File: src/rtl/irq_controller.sv
// Interrupt controller: rising-edge capture, mask/enable, fixed priority (0 highest), req/ack/rti handshake.
// Latency: irq_in edge -> pend next cycle -> irq_req one cycle later; pend bit clears at the ack edge.
// Backpressure: request is held frozen until ack; one source in service, others wait in pend until rti.
module irq_controller #(
   parameter int          NUM_IRQ    = 4,
   parameter int          PMA_SIZE   = 16,
   parameter int unsigned VEC_BASE   = 32'h0010,
   parameter int unsigned VEC_STRIDE = 4,
   localparam int         IDW        = (NUM_IRQ > 1) ? $clog2(NUM_IRQ) : 1
) (
   input  logic                clk,
   input  logic                reset,
   input  logic [NUM_IRQ-1:0]  irq_in,
   input  logic                cfg_we,
   input  logic [1:0]          cfg_sel,
   input  logic [NUM_IRQ-1:0]  cfg_wdata,
   input  logic                ps_idle,
   input  logic                irq_ack,
   input  logic                irq_rti,
   output logic                irq_req,
   output logic [PMA_SIZE-1:0] irq_vec,
   output logic                irq_active,
   output logic [IDW-1:0]      irq_id,
   output logic [NUM_IRQ-1:0]  irq_pend,
   output logic [NUM_IRQ-1:0]  irq_mask,
   output logic [NUM_IRQ-1:0]  irq_lost,
   output logic                irq_wake
);

   typedef enum logic [1:0] {
      S_WAIT    = 2'd0,
      S_REQ     = 2'd1,
      S_SERVICE = 2'd2
   } state_t;

   state_t               state;
   state_t               state_nxt;
   logic [NUM_IRQ-1:0]   prev;
   logic [NUM_IRQ-1:0]   rise;
   logic [NUM_IRQ-1:0]   clr;
   logic [NUM_IRQ-1:0]   avail;
   logic [NUM_IRQ-1:0]   lost_set;
   logic [NUM_IRQ-1:0]   lost_clr;
   logic                 global_en;
   logic                 capture;
   logic                 sel_vld;
   logic [IDW-1:0]       sel_id;
   logic [PMA_SIZE-1:0]  sel_vec;

   assign rise     = irq_in & ~prev;
   assign avail    = irq_pend & irq_mask;
   // An edge on a source that is still pending (and not being acked now) is an overrun.
   assign lost_set = rise & irq_pend & ~clr;
   assign lost_clr = (cfg_we && cfg_sel == 2'd2) ? cfg_wdata : '0;
   assign irq_req    = (state == S_REQ);
   assign irq_active = (state == S_SERVICE);
   assign irq_wake   = ps_idle & global_en & (|avail);

   // Fixed-priority pick: lowest index among enabled pending sources wins.
   always_comb begin
      sel_id  = '0;
      sel_vld = 1'b0;
      for (int k = NUM_IRQ - 1; k >= 0; k--) begin
         if (avail[k]) begin
            sel_id  = IDW'(k);
            sel_vld = 1'b1;
         end
      end
      sel_vec = PMA_SIZE'(VEC_BASE) + PMA_SIZE'(sel_id) * PMA_SIZE'(VEC_STRIDE);
   end

   // Handshake FSM next state; ack wins over a simultaneous rti in every state.
   always_comb begin
      state_nxt = state;
      clr       = '0;
      capture   = 1'b0;
      case (state)
         S_WAIT: begin
            if (global_en && sel_vld) begin
               state_nxt = S_REQ;
               capture   = 1'b1;
            end
         end
         S_REQ: begin
            if (irq_ack) begin
               state_nxt   = S_SERVICE;
               clr[irq_id] = 1'b1;
            end
         end
         S_SERVICE: begin
            if (irq_rti && !irq_ack) begin
               state_nxt = S_WAIT;
            end
         end
         default: state_nxt = S_WAIT;
      endcase
   end

   // State register plus id/vector latched on entry to REQ so the request stays frozen.
   always_ff @(posedge clk) begin
      if (!reset) begin
         state   <= S_WAIT;
         irq_id  <= '0;
         irq_vec <= '0;
      end else begin
         state <= state_nxt;
         if (capture) begin
            irq_id  <= sel_id;
            irq_vec <= sel_vec;
         end
      end
   end

   // Edge history, pending and sticky lost flags; a new edge beats a same-cycle clear.
   always_ff @(posedge clk) begin
      if (!reset) begin
         prev     <= '0;
         irq_pend <= '0;
         irq_lost <= '0;
      end else begin
         prev     <= irq_in;
         irq_pend <= (irq_pend & ~clr) | rise;
         irq_lost <= (irq_lost & ~lost_clr) | lost_set;
      end
   end

   // Software configuration: mask and global enable.
   always_ff @(posedge clk) begin
      if (!reset) begin
         irq_mask  <= '0;
         global_en <= 1'b0;
      end else if (cfg_we) begin
         case (cfg_sel)
            2'd0:    irq_mask  <= cfg_wdata;
            2'd1:    global_en <= cfg_wdata[0];
            default: ;
         endcase
      end
   end

endmodule

File: config.mk
export PLATFORM = sky130hd
export DESIGN_NAME = irq_controller
export DESIGN_NICKNAME = d
export VERILOG_FILES = /design/src/rtl/irq_controller.sv
export SDC_FILE = /design/constraint.sdc
export NUM_CORES = 1
export LEC_CHECK = 0
export ABC_AREA = 1
export CAP_MARGIN = 20
export CELL_PAD_IN_SITES_DETAIL_PLACEMENT = 0
export CELL_PAD_IN_SITES_GLOBAL_PLACEMENT = 1
export CORE_AREA = 3 3 54 93
export CTS_CLUSTER_DIAMETER = 100
export DETAILED_ROUTE_END_ITERATION = 16
export DIE_AREA = 0 0 57 96
export PLACE_DENSITY = 0.77
export SLEW_MARGIN = 40
export SYNTH_ARGS = -nofsm -noshare
export SYNTH_HDL_FRONTEND = slang
export SYNTH_SLANG_ARGS = --single-unit
File: constraint.sdc
create_clock -name clk -period 0.9 [get_ports clk]
set_clock_uncertainty 0.05 [all_clocks]
set_input_delay 0.18 -clock clk [delete_from_list [all_inputs] [get_ports clk]]
set_output_delay 0.18 -clock clk [all_outputs]
set_load 0.005 [all_outputs]
After elaboration in Yosys (flattened, before gate mapping)
Index checks and enable logic that the tools add are counted.

storage, ports and cells
  register bits after elaboration = 37
  bits of input ports = 16
  word-level logic and storage cells = 61

cells by class
  add/subtract/negate cells = 1
  order comparisons = 2
  equal/unequal tests = 7
  mux-type cells = 19
  bitwise logic cells = 13
  reductions and logical operators = 11

operator list
  kind                                                         count
  AND 4 bit                                                    6
  two-way mux 2 bit                                            7
  two-way mux 4 bit                                            3
  NOT 4 bit                                                    3
  bitwise OR 4 bit                                             2
  two-way mux 1 bit                                            7
  adder 5 x 4 -> 6 bit (first input constant)                  1
  case mux 2 bit (3 select lines)                              1
  equality test 2 x 1 -> 1 bit (second input constant)         2
  equality test 2 bit (second input constant)                  2
  logical AND 1 bit                                            4
  zero test 2 bit                                              2
  != test 2 bit (second input constant)                        2
  AND reduction 2 bit                                          2
  OR reduction 4 bit                                           1
  less-than comparator 2 x 3 -> 1 bit (second input constant)  1
  AND reduction 3 bit                                          1
  AND 1 bit                                                    2
  demux 1 bit (select 2 bit)                                   1
  >= comparator 2 x 1 -> 1 bit (second input constant)         1
  != test 2 x 1 -> 1 bit (second input constant)               1
  zero test 1 bit                                              1

Depth between registers and ports, before layout
  word-level depth = 9
  mapped depth = 8
  depth with buffers taken out = 8

Least setup slack after synthesis
OpenSTA, ideal clock, no wires.

  kind = register to register
  start = register irq_pend[1]
  end = register irq_id[0]
  setup time = 0.113 ns
  arrival = 0.819 ns
  data required time = 0.737 ns
  slack = -0.082 ns
  stages on the path, launching flop included = 8
  path buffers = 0
  cells stage by stage = dfxtp_1 nand2_1 nand2_1 nand2_1 nand2_1 nand2_2 nor2_1 nor2_1

on the way
  longest elaborated chain between the ends = 6
  elaborated cells on any way between the ends = 8
  those cells by class = 6 x mux; 1 x bitwise; 1 x reduce/logical

RTL lines
  element                         RTL line  source
  start, declared                 24        output logic [NUM_IRQ-1:0] irq_pend,
  start signal, assigned          122       irq_pend <= (irq_pend & ~clr) | rise;
  AND 4 bit *                     51        assign avail = irq_pend & irq_mask;
  two-way mux 1 bit (2 in a row)  64        if (avail[k]) begin
  logical AND 1 bit               79        if (global_en && sel_vld) begin
  two-way mux 1 bit               79
  two-way mux 1 bit               77        case (state)
  end signal, assigned            108       irq_id <= sel_id;
  end, declared                   23        output logic [IDW-1:0] irq_id,

Mark *: on every way between the ends. The rest lies on a longest branch, timed or not.
A chain may end at the register's enable or synchronous reset.

Final worst setup path
  start = register irq_pend[2]
  end = output irq_wake

on the way
  longest elaborated chain between the ends = 3

RTL lines
  element             RTL line  source
  AND 4 bit           51
  OR reduction 4 bit  57        assign irq_wake = ps_idle & global_en & (|avail);
  AND 1 bit           57
  end, declared       27        output logic irq_wake

No other way between the ends.

==> results <==
==> path summary, 6_finish.rpt <==
| path | startpoint | to |
|---|---|---|
| min reg2reg | irq_vec[4] | irq_vec[4] |
| max | irq_pend[2] | irq_wake |
| max reg2reg | irq_vec[3] | irq_pend[0] |
| min | reset | prev[0] |
==> cell families after synthesis <==
kind of cell	after synthesis	share of synthesized area
flops	22	0.431
other cells	1	0.00367
simple gates	49	0.218
compound gates	28	0.142
buf+inv	38	0.205
==> final cells by class <==
cell class	instances	area, um^2	share of cell area
Clock buffer	3	41.3	0.0231
Multi-Input combinational cell	90	519	0.290
Timing Repair Buffer	68	619	0.346
Inverter	21	81.3	0.0455
Sequential cell	22	464	0.259
Tap cell	51	63.8	0.0357
==> power groups by stage <==
stage	clock network (W)	logic [W]	registers (W)
final	0.000592	0.000425	0.00106
after global routing	0.000641	0.000471	0.00106
after CTS	0.000609	0.000377	0.00105
after detailed placement	0	0.000361	0.00107
after global placement	0	0.000359	0.00107
after floorplan	0	0.000154	0.00108
==> routing by layer <==
metal / up-vias / track usage / routed length, um
met1: 463 / 0.102 / 994
li1: 544 / - / -
met5: - / 0 / 0
met2: 37 / 0.197 / 1540
met3: 3 / 0.0107 / 169
met4: 0 / 0.0484 / 17
==> sequential cells by signal, summed over array words and instances (netlist names) <==
signal / flops
irq_id: 1
irq_pend: 4
prev: 4
irq_lost: 4
state: 2
global_en: 1
irq_mask: 4
irq_vec: 2
==> per-stage QoR <==
| stage | setup WS, ns | hold WS [ns] |
|---|---|---|
| finish | -0.382 | 0.299 |
| global route | -0.448 | 0.330 |
| global placement | -0.603 | 0.390 |
| floorplan | -0.0515 | 0.223 |
| CTS | -0.373 | 0.312 |
| detailed placement | -0.613 | 0.389 |
==> tightest hold or removal path: stages <==
cell and delay (ns):
dlygate4sd2_1 0.29, nand2_1 0.07, inv_1 0.04
==> timing repair <==
item                       4_1_cts  5_1_grt
resized for setup              135       27
setup endpoints to repair       38       35
setup buffers                    8        6
hold endpoints to repair         0        0
pin swaps                       15        9
==> cell usage in the layout, fill, tap and decap left out, types with 8 or more instances in the layout <==
cell type,count
nand2_2,11
dfxtp_2,16
buf_6,26
clkdlybuf4s50_1,10
buf_2,8
inv_1,17
a21oi_1,9
conb_1,13
buf_4,19
nand2_1,9
nor2_1,11
a21oi_2,8
==> results.py <==
metrics = {
    "timing": {
        "finalCritPeriodShare": 1.42,
        "fmax_mhz": 780,
        "min_period_ns": 1.28,
        "hold_viol": 0,
        "drv_slew": 0,
        "worst_slack_ns": -0.382,
        "setup_tns_ns": -4.45,
        "setup_viol": 33,
        "rsz0062_at_grt": "true",
    },
    "setup_path": {
        "rrSetupSlack_ns": -0.24,
        "cp.depth": 5,
        "worst_ep_required_time_ns": 0.67,
        "critical_path.endpoint_type": "output port",
        "crit_type": "reg2out",
        "crit_path_start_kind": "flop",
        "cp_slowest_cell": "dfxtp_2",
        "crit_top_cell": "nand2_2",
        "cp_top_family": "flip-flops",
        "cp_max_fo": 2,
        "r2r_cells": 6,
        "crit_path_cell_trace": "nand2_2 > nand2_2 > nand2_2 > a21boi_1 > buf_2",
        "cpPeakStageDelay_ns": 0.36,
        "cp.arrival_ns": 1.05,
        "cp_num_buf_inv": 1,
    },
    "worst_hold_path": {
        "hold_path_class": "in2reg",
        "holdPathStages": 3,
    },
    "synth": {
        "synth-seq-area-share": 0.431,
        "post-synth-top-count-cell": "dfxtp_1",
        "postSynthCellCount": 138,
        "synth_cell_types": 15,
        "synth_flop_cell": "dfxtp_1",
        "synth_top_area_cell": "dfxtp_1",
        "synth_top_area_frac": 0.431,
        "synth-seq-cells": 22,
        "avgSynthCellArea_um2": 7.40,
        "ys_top_cells_by_area": "dfxtp_1 (43%), buf_4 (11%), a21oi_1 (8.3%)",
        "netlist_top_cells_count": "dfxtp_1 (22), inv_1 (21), nand2_1 (21)",
        "syn_area_um2": 1020,
        "synth_edf_count": 0,
        "yosysWarnings": 0,
        "synthArstFlopShare": 0,
    },
    "floorplan": {
        "die_w_um": 57,
        "die_h_um": 96,
        "rows": 32,
        "dieArea_um2": 5470,
        "core_um2": 4400,
        "start_util": 0.232,
        "ios": 49,
    },
    "cts": {
        "clkTransAtPathRegs_ns": 0.07,
        "cts_inserted_buffers": 3,
        "tritoncts": "done",
        "clock_path_buffers": 2,
        "cts_num_sinks": 22,
        "clock_latency_ns": 0.26,
        "clockRootBuffer": "clkbuf_8",
        "holdBufCountCts": 0,
        "cts_max_level": 1,
    },
    "pwr": {
        "power_frac_seq": 0.509,
        "p_total_w": 0.00207,
        "ir_drop_mv": 0.563,
        "power_frac_clock": 0.286,
        "switching_share": 0.242,
        "powerDensity_nw_per_um2": 1160,
        "intPower_w": 0.00157,
        "p_leak_nw": 0.872,
        "p_switching_w": 0.000502,
        "comb_power_share": 0.205,
    },
    "route": {
        "num_vias": 1047,
        "drt-vias-per-instance": 4.11,
        "drtIter0Drc": 14,
        "drt-wirelength-per-cell_um": 10.7,
        "firstDrtPassIters": 4,
        "route.detailed.drc": 0,
        "routed_wl_um": 2720,
        "ant_nets": 0,
    },
    "cells_and_area": {
        "area_growth_pct": 75.2,
        "utilization": 0.406,
        "nFillCells": 479,
        "drive_above_1_share": 0.520,
        "stdcell_count": 255,
        "num-nets-final": 222,
        "diodes": 0,
        "fin_area_um2": 1790,
    },
    "placed_design": {
        "dp_cells": 242,
        "portBuffers": 35,
        "placed_cell_area_um2": 1530,
        "globalplace.congestion": 0.777,
        "dp_hpwl_um": 2080,
    },
    "global_route": {
        "grt_pass1_wl_um": 4280,
        "grt_max_degree": 12,
        "overflow": 0,
        "grt_usage": 0.100,
        "grt_pass1_vias": 1032,
        "antenna_found_initial": 0,
    },
    "run_status": {
        "status": "complete, but fails checks",
        "violations": "setup timing",
    },
    "run": {
        "drv_cap": 0,
    },
}
(Power assumes the default switching activity.)
